===== src/rtl/cache_pkg.sv =====
// ----------------------------------------------------------------------------
// cache_pkg
// Shared definitions for the cache way-selection blocks.
//   buf_state_e          : occupancy of the two-entry result buffer
//   DEFAULT_NUMBER_WAYS  : default associativity used by the way blocks
//   index_width()        : width of an encoded way index for a given way count
//   DEFAULT_INDEX_WIDTH  : index width that goes with DEFAULT_NUMBER_WAYS
// ----------------------------------------------------------------------------
package cache_pkg;

   // Occupancy of the main + skid result registers
   typedef enum logic [1:0] {
      BUF_EMPTY = 2'd0,
      BUF_ONE   = 2'd1,
      BUF_TWO   = 2'd2
   } buf_state_e;

   localparam int DEFAULT_NUMBER_WAYS = 8;

   // Encoded way index width; a single-way cache would still need one bit
   function automatic int index_width(input int number_ways);
      return (number_ways > 1) ? $clog2(number_ways) : 1;
   endfunction

   localparam int DEFAULT_INDEX_WIDTH = index_width(DEFAULT_NUMBER_WAYS);

endpackage


===== src/rtl/way_priority_encoder.sv =====
// ----------------------------------------------------------------------------
// way_priority_encoder
// Combinational priority encoder over a per-way hit vector. The highest-index
// set bit wins. An all-zero vector yields index 0, hit 0, multi_hit 0.
// Ports:
//   sel_in        [NUMBER_WAYS-1:0] per-way hit vector
//   index_out     [INDEX_WIDTH-1:0] encoded winning way
//   hit_out                         any bit of sel_in set
//   multi_hit_out                   two or more bits of sel_in set
// ----------------------------------------------------------------------------
module way_priority_encoder
   import cache_pkg::*;
#(
   parameter  int NUMBER_WAYS = DEFAULT_NUMBER_WAYS,
   localparam int INDEX_WIDTH = index_width(NUMBER_WAYS)
) (
   input  logic [NUMBER_WAYS-1:0] sel_in,
   output logic [INDEX_WIDTH-1:0] index_out,
   output logic                   hit_out,
   output logic                   multi_hit_out
);

   // Scan upward so a later (higher) set bit overwrites the index; a set bit
   // seen while hit is already set means at least two ways matched.
   always_comb begin
      index_out     = '0;
      hit_out       = 1'b0;
      multi_hit_out = 1'b0;
      for (int k = 0; k < NUMBER_WAYS; k++) begin
         if (sel_in[k]) begin
            multi_hit_out = multi_hit_out | hit_out;
            hit_out       = 1'b1;
            index_out     = INDEX_WIDTH'(k);
         end
      end
   end

endmodule


===== src/rtl/way_select_pipe.sv =====
// ----------------------------------------------------------------------------
// way_select_pipe
// Selects one element out of a packed set of cache ways using a priority-
// encoded hit vector, and delivers the result through a two-entry skid buffer
// with valid/ready handshakes on both sides (latency 1).
// Ports:
//   clk_in, rst_n_in  clock, asynchronous active-low reset
//   way_packed_in     all way elements, way k at [(k+1)*W-1 : k*W]
//   sel_in            per-way hit vector
//   valid_in          qualifies way_packed_in / sel_in
//   ready_out         block accepts input this cycle (registered)
//   way_packed_out    selected element (0 when no hit)
//   way_index_out     encoded selected way
//   hit_out           any sel_in bit was set
//   multi_hit_out     two or more sel_in bits were set
//   valid_out         qualifies all result outputs (outputs read 0 otherwise)
//   ready_in          downstream acceptance
// ----------------------------------------------------------------------------
module way_select_pipe
   import cache_pkg::*;
#(
   parameter  int NUMBER_WAYS                 = DEFAULT_NUMBER_WAYS,
   parameter  int SINGLE_ELEMENT_SIZE_IN_BITS = 4,
   localparam int INDEX_WIDTH                 = index_width(NUMBER_WAYS)
) (
   input  logic                                              clk_in,
   input  logic                                              rst_n_in,
   input  logic [SINGLE_ELEMENT_SIZE_IN_BITS*NUMBER_WAYS-1:0] way_packed_in,
   input  logic [NUMBER_WAYS-1:0]                            sel_in,
   input  logic                                              valid_in,
   output logic                                              ready_out,
   output logic [SINGLE_ELEMENT_SIZE_IN_BITS-1:0]            way_packed_out,
   output logic [INDEX_WIDTH-1:0]                            way_index_out,
   output logic                                              hit_out,
   output logic                                              multi_hit_out,
   output logic                                              valid_out,
   input  logic                                              ready_in
);

   localparam int W            = SINGLE_ELEMENT_SIZE_IN_BITS;
   localparam int RESULT_WIDTH = W + INDEX_WIDTH + 2;

   logic [INDEX_WIDTH-1:0]  enc_index;
   logic                    enc_hit;
   logic                    enc_multi;
   logic [W-1:0]            sel_data;
   logic [RESULT_WIDTH-1:0] new_result;
   logic [RESULT_WIDTH-1:0] main_result;
   logic [RESULT_WIDTH-1:0] skid_result;
   logic [RESULT_WIDTH-1:0] out_result;

   buf_state_e state_q;
   buf_state_e state_d;
   logic       ready_q;
   logic       in_xfer;
   logic       out_xfer;
   logic       load_main_new;
   logic       load_main_skid;
   logic       load_skid;

   way_priority_encoder #(
      .NUMBER_WAYS (NUMBER_WAYS)
   ) u_encoder (
      .sel_in        (sel_in),
      .index_out     (enc_index),
      .hit_out       (enc_hit),
      .multi_hit_out (enc_multi)
   );

   // Pick the element of the winning way. Without a hit nothing matches and
   // the data stays zero even though the encoded index is also zero.
   always_comb begin
      sel_data = '0;
      for (int k = 0; k < NUMBER_WAYS; k++) begin
         if (enc_hit && (enc_index == INDEX_WIDTH'(k))) begin
            sel_data = way_packed_in[k*W +: W];
         end
      end
   end

   assign new_result = {sel_data, enc_index, enc_hit, enc_multi};

   assign in_xfer   = valid_in & ready_q;
   assign valid_out = (state_q != BUF_EMPTY);
   assign out_xfer  = valid_out & ready_in;
   assign ready_out = ready_q;

   // Buffer occupancy register. Reset empties the buffer immediately, which
   // also drops valid_out without waiting for a clock.
   always_ff @(posedge clk_in or negedge rst_n_in) begin
      if (!rst_n_in) begin
         state_q <= BUF_EMPTY;
      end else begin
         state_q <= state_d;
      end
   end

   // Next occupancy plus which register loads what. The oldest entry always
   // lives in main; skid only ever holds the younger of two entries, and
   // moves into main when main is consumed.
   always_comb begin
      state_d        = state_q;
      load_main_new  = 1'b0;
      load_main_skid = 1'b0;
      load_skid      = 1'b0;
      case (state_q)
         BUF_EMPTY: begin
            if (in_xfer) begin
               state_d       = BUF_ONE;
               load_main_new = 1'b1;
            end
         end
         BUF_ONE: begin
            if (in_xfer && out_xfer) begin
               load_main_new = 1'b1;
            end else if (in_xfer) begin
               state_d   = BUF_TWO;
               load_skid = 1'b1;
            end else if (out_xfer) begin
               state_d = BUF_EMPTY;
            end
         end
         BUF_TWO: begin
            if (out_xfer) begin
               state_d        = BUF_ONE;
               load_main_skid = 1'b1;
            end
         end
         default: begin
            state_d = BUF_EMPTY;
         end
      endcase
   end

   // ready_out is a flop fed from the next occupancy, so there is no
   // combinational path from ready_in to ready_out. It is held low in reset
   // and rises on the first edge after release.
   always_ff @(posedge clk_in or negedge rst_n_in) begin
      if (!rst_n_in) begin
         ready_q <= 1'b0;
      end else begin
         ready_q <= (state_d != BUF_TWO);
      end
   end

   // Result storage. Entries only change on a load, so a stalled output holds
   // steady; reset clears both entries so nothing stale can resurface.
   always_ff @(posedge clk_in or negedge rst_n_in) begin
      if (!rst_n_in) begin
         main_result <= '0;
         skid_result <= '0;
      end else begin
         if (load_main_new) begin
            main_result <= new_result;
         end else if (load_main_skid) begin
            main_result <= skid_result;
         end
         if (load_skid) begin
            skid_result <= new_result;
         end
      end
   end

   assign out_result = valid_out ? main_result : '0;
   assign {way_packed_out, way_index_out, hit_out, multi_hit_out} = out_result;

endmodule


===== config.mk =====
export PLATFORM = sky130hd
export DESIGN_NAME = way_select_pipe
export DESIGN_NICKNAME = d
export VERILOG_FILES = /design/src/rtl/cache_pkg.sv /design/src/rtl/way_priority_encoder.sv /design/src/rtl/way_select_pipe.sv
export SDC_FILE = /design/constraint.sdc
export NUM_CORES = 1
export LEC_CHECK = 0
export CORE_UTILIZATION = 40
export DETAILED_ROUTE_END_ITERATION = 8
export GPL_ROUTABILITY_DRIVEN = 1
export PLACE_DENSITY = 0.72
export SETUP_SLACK_MARGIN = 0.15
export SLEW_MARGIN = 15
export SYNTH_ARGS = -nofsm -noshare
export SYNTH_HDL_FRONTEND = slang
export SYNTH_HIERARCHICAL = 1
export SYNTH_SLANG_ARGS = --single-unit

===== constraint.sdc =====
create_clock -name clk_in -period 1.7 [get_ports clk_in]
set_input_delay 0.34 -clock clk_in [delete_from_list [all_inputs] [get_ports clk_in]]
set_output_delay 0.34 -clock clk_in [all_outputs]
set_load 0.005 [all_outputs]

# Word level (Yosys, flattened, before mapping)
# Cells that the tools add are included.
[word_totals]
regBits = 21
inputBits = 44
output_inout_bits = 11
wordCells = 81
[classes]
eq_ne = 10
n_mux = 46
bitwise = 8
reduce_logical = 13
[op_table]
columns = ["cell", "n"]
rows = [
  ["$mux 4", 8],
  ["$mux 9", 3],
  ["$mux 1", 22],
  ["$mux 2", 7],
  ["$eq 3x3->1 const B", 4],
  ["$mux 3", 4],
  ["$logic_and 1x1->1", 9],
  ["$eq 3x2->1 const B", 2],
  ["$or 1x1->1", 6],
  ["$pmux 2 s3", 1],
  ["$reduce_bool 2->1", 2],
  ["$eq 3x1->1 const B", 1],
  ["$logic_not 3->1", 1],
  ["$and 1x1->1", 2],
  ["$eq 2x1->1 const B", 1],
  ["$eq 2x2->1 const B", 1],
  ["$logic_not 2->1", 1],
  ["$ne 2x2->1 const B", 1],
  ["$pmux 1 s2", 1],
]

# Depth between registers and ports, before layout
[depth]
depth_word = 18
mapped_depth = 9
mapped_depth_nobuf = 8

# By module
# Netlist, hierarchy kept.
[modules_own_cells]
columns = ["module", "n_inst", "cells_each", "area_per_inst_um2", "seq_area_each_um2"]
rows = [
  ["way_select_pipe", 1, 168, 1440.1, 525.5],
  ["way_priority_encoder", 1, 20, 118.9, 0.0],
]

# Worst setup path before layout
# No wires, ideal clock.
[synth_path]
kind = "in2reg"
startpoint = "input port sel_in[2]"
endpoint = "register skid_result[7]"
setup_ns = 0.127
t_arrival_ns = 1.523
path_slack_ns = 0.051
stages = 7
path_buffers = 1
cell_sequence = "nor2_1 -> o31ai_1 -> buf_4 -> mux2_4 -> a22o_1 -> a22oi_1 -> o21ai_1"
[synth_between]
elab_chain_cells = 16
[synth_lines]
columns = ["item", "line", "source"]
rows = [
  ["start, declared", "way_select_pipe.sv:29", "input logic [NUMBER_WAYS-1:0] sel_in,"],
  ["$mux 2 (*) (2 in a row)", "way_priority_encoder.sv:30", "if (sel_in[k]) begin"],
  ["$mux 3 (*) (4 in a row)", "way_priority_encoder.sv:30", ""],
  ["named net enc_index[1]", "way_select_pipe.sv:43", "logic [INDEX_WIDTH-1:0] enc_index;"],
  ["$logic_not 3->1", "way_select_pipe.sv:75", "if (enc_hit && (enc_index == INDEX_WIDTH'(k))) begin"],
  ["$logic_and 1x1->1", "way_select_pipe.sv:75", ""],
  ["$mux 4 (7 in a row)", "way_select_pipe.sv:75", ""],
  ["$mux 4 (*)", "way_select_pipe.sv:75", ""],
  ["end signal, assigned", "way_select_pipe.sv:159", "skid_result <= new_result;"],
  ["end, declared", "way_select_pipe.sv:49", "logic [RESULT_WIDTH-1:0] skid_result;"],
]
# Mark *: on every way through the listed nets, which the timed path passes. The rest lies on a longest branch.
# A chain may end at the register's enable or synchronous reset.

# Final worst setup path
[layout_path]
startpoint = "input port sel_in[5]"
endpoint = "register main_result[5]"
[layout_between]
elab_chain_cells = 14
[layout_lines]
columns = ["item", "line", "source"]
rows = [
  ["$mux 3 (*) (3 in a row)", "way_priority_encoder.sv:30", ""],
  ["named net enc_index[1]", "way_select_pipe.sv:43", ""],
  ["$logic_not 3->1", "way_select_pipe.sv:75", ""],
  ["$logic_and 1x1->1", "way_select_pipe.sv:75", ""],
  ["$mux 4 (7 in a row)", "way_select_pipe.sv:75", ""],
  ["$mux 4 (*)", "way_select_pipe.sv:75", ""],
  ["$mux 9 (*)", "way_select_pipe.sv:153", "if (load_main_new) begin"],
  ["end signal, assigned", "way_select_pipe.sv:154", "main_result <= new_result;"],
  ["end signal, assigned", "way_select_pipe.sv:156", "main_result <= skid_result;"],
  ["end, declared", "way_select_pipe.sv:48", "logic [RESULT_WIDTH-1:0] main_result;"],
]
# Marked as above.

==> results.txt <==
Status: finished, final reports clean
Starting Density: 42.3%
P_leak: 1.28 nW
HPWL Detailed: 3290 µm
Core area: 3690 µm²
Post-synthesis xor/xnor area fraction: 0%
Critical path class: in -> reg
Comb pwr share: 52.8%
DIE WIDTH: 64.4 µm
Crit path required time: 1.85 ns
Synth Area in Compound Gates: 25.5%
Max_slew headroom: 75.6%
Setup slack after layout: 0.112 ns
Clock share of power: 13.0%
Largest net degree at the start of global routing: 22
WP depth: 8
Yosys reg bits: 21
Gpl congestion: 0.871
Critical-path maximum fanout: 6
FF-to-FF setup slack: 0.17 ns
DRC Markers: 0
Number of synthesized flops with an enable pin: 0
Async SR Flop Fraction: 100%
CTS root buf: clkbuf_8
CP Capture Type: flip-flop
Reg clk slew, reported paths: 0.08 ns
Routed met2 length: 2390 µm
# IOs: 55
Worst reg2reg path depth: 7
Setup Skew: 0.00178 ns
Fin Hold WS: 0.425 ns
Number of global-route vias before repair: 1,681
Filler Cells Inserted: 276
Fin. Hold Viols: 0
Cell Pwr Density: 906 nW/µm²
Final ANT Viol Nets: 0
Final #Nets: 336
Height of the die: 64.4 µm
Max VDD drop: 0.395 mV
Post-place setup slack: -0.608 ns
Final Critical Period: 1.59 ns
Syn Std Cell Area: 1560 µm²
Top delay family on crit path: compound AO/OA/AOI/OAI gates
CTS HTree Levels: 1
Top FF cell, synth: dfrtp_1
Part of the power in registers: 34.2%
CP max stage delay: 0.30 ns
CP Capture Point: main_result[5]
Switching Share: 33.5%
Rows: 22
Syn. warnings: 6
Max-cap viol count: 0
Met1 wire length: 1950 µm
Clock sink total: 21
Worst Max-Slew Pin Slew: 0.363 ns
Longest Clk Path Bufs: 2
Synth Area in Simple Gates: 27.7%
Setup crit start kind: input port
First DRT Iteration DRCs: 86
DR WL met3: 258 µm
Post-synthesis mux area share: 7.87%
Final slew viol count: 0
Diode count: 0
IO Port Bufs: 54
Initial antenna violation count: 0
Drt first pass iters: 4
Share of cells above drive strength 1: 38.1%
RSZ-0062 raised after global routing: true
Reg2Reg Launch Point: state_q[0]
Crit Reg-Reg Endpoint: main_result[8]
Max Freq: 0.630 GHz
Fin area: 2760 µm²
Adder-Cell Fraction of Synth Area: 0.642%
Internal: 1.66 mW
Via count: 1,784
CTS Buf Count: 3
Min-delay worst type: in -> async
Die area: 4150 µm²
Overall Global Routing Usage: 22.8%
First-pass GRT wire length: 7360 µm
Vias per cell: 5.26
Top sig layer: met4
Skew-Pair Late Insertion Delay: 0.26 ns
Buf/Inv on CP: 3
Switching pwr: 0.839 mW
TritonCTS clock tree: done
Final setup fails: 0
Register area share after synthesis: 33.7%
Syn Nets: 232
Total grt overflow: 0
CP max stage cell: mux2_4
Mean Syn Cell Area: 8.29 µm²
Cell chain of the critical path: buf_2, o31ai_4, buf_4, buf_12, mux2_4, a22o_1, a2bb2oi_1, o21ai_1
Cell Area, Placed: 2460 µm²
Layout area overhead: 77.2%
WP data arrival: 1.73 ns
Mapped Cells: 188
CTS Hold Bufs: 0
Yosys cell types: 36
Final period util: 93.4%
Largest family of logic cells by synthesized area: simple AND/OR/NAND/NOR gates
Wire length per cell: 13.6 µm
Routed wire length: 4620 µm
Crit path from: sel_in[5]
## cells in the final DEF (no fill, tap or decap), types with 6 or more instances in the layout
| master | instances |
|---|---|
| clkdlybuf4s50_1 | 35 |
| mux2i_1 | 6 |
| a21o_1 | 7 |
| nor2_1 | 11 |
| buf_4 | 43 |
| a21oi_1 | 6 |
| nand2_1 | 37 |
| dfrtp_1 | 21 |
| buf_6 | 9 |
| o21ai_1 | 12 |
| nor2b_1 | 9 |
| nand2b_1 | 7 |
| buf_2 | 8 |
| a22o_1 | 8 |
| clkbuf_2 | 6 |
## state kept, by name (all words and copies together), names as in the netlist
signal and flops:
skid_result 9, ready_out 1, main_result 9, state_q 2
## synthesized netlist by cell type (2+ instances only)
cell type	number	area, µm²
inv_1	3	11.3
nor2_1	13	48.8
and3b_1	3	26.3
a22o_1	8	70.1
nor4_1	2	12.5
o21bai_1	2	15.0
nor3_1	2	10.0
o21ai_1	6	30.0
nor2b_1	10	62.6
a211oi_1	3	22.5
mux2i_1	7	70.1
nor2_4	2	22.5
o2111ai_1	3	26.3
mux2_2	2	22.5
mux2_4	2	30.0
buf_6	2	22.5
dfrtp_1	21	526
a21oi_1	11	55.1
nand2_1	39	146
a21o_1	7	52.6
nand2b_1	8	50.1
buf_2	5	25.0
a2bb2oi_1	3	26.3
a31o_2	4	35.0
a22oi_1	3	22.5
o21ai_0	7	35.0
## repair_timing
| action | in CTS | in global routing |
|---|---|---|
| setup buffers | 14 | 1 |
| cloned | 1 | 0 |
| setup endpoints to repair | 24 | 27 |
| pin swaps | 15 | 11 |
| endpoints found under the hold margin | 0 | 0 |
| resized for setup | 66 | 42 |
## metal layers
| metal | GRT usage [%] | vias to the layer above |
|---|---|---|
| li1 | - | 877 |
| met1 | 26.6 | 838 |
| met2 | 42.6 | 67 |
| met3 | 4.23 | 2 |
| met4 | 5.56 | 0 |
| met5 | 0 | - |
## power by group through the flow
stage	Clock, mW	Combinational [mW]	Sequential, mW
final	0.326	1.32	0.855
after global routing	0.340	1.43	0.881
after CTS	0.325	1.28	0.852
after detailed placement	0	1.20	0.861
after global placement	0	1.18	0.853
after floorplan	0	0.647	0.833
## through the flow
step | cells | utilization, % | TNS (ns) | power, mW
floorplan | 188 | - | 0 | 1.48
global placement | 319 | 66.8 | -7.06 | 2.03
detailed placement | 319 | 66.8 | -7.06 | 2.06
CTS | 338 | 73.0 | 0 | 2.46
global route | 339 | 74.9 | 0 | 2.65
finish | 339 | 74.9 | 0 | 2.50
## cell type report
class | instances | area, µm² | share of cell area [%]
Clock buffer | 3 | 41.3 | 1.49
Multi-Input combinational cell | 155 | 1160 | 42.2
Inverter | 3 | 11.3 | 0.408
Sequential cell | 21 | 526 | 19.0
Tap cell | 48 | 60.1 | 2.17
Clock inverter | 1 | 5.00 | 0.181
Timing Repair Buffer | 108 | 955 | 34.6
## worst min path at each step
stage,start,to,slack (ns)
2_1_floorplan,rst_n_in,main_result[0],0.04
3_3_place_gp,main_result[2],main_result[2],0.45
3_5_place_dp,main_result[2],main_result[2],0.46
4_1_cts,rst_n_in,main_result[3],0.44
5_1_grt,rst_n_in,main_result[7],0.46
6_report,rst_n_in,state_q[0],0.43
## logic make-up after synthesis
| group | Yosys count |
|---|---|
| DFF | 21 |
| AOI/OAI and AO/OA | 58 |
| adders and majority gates | 1 |
| and+or+nand+nor | 85 |
| muxes | 11 |
| buffers and inverters | 12 |
(Power assumes the default switching activity.)
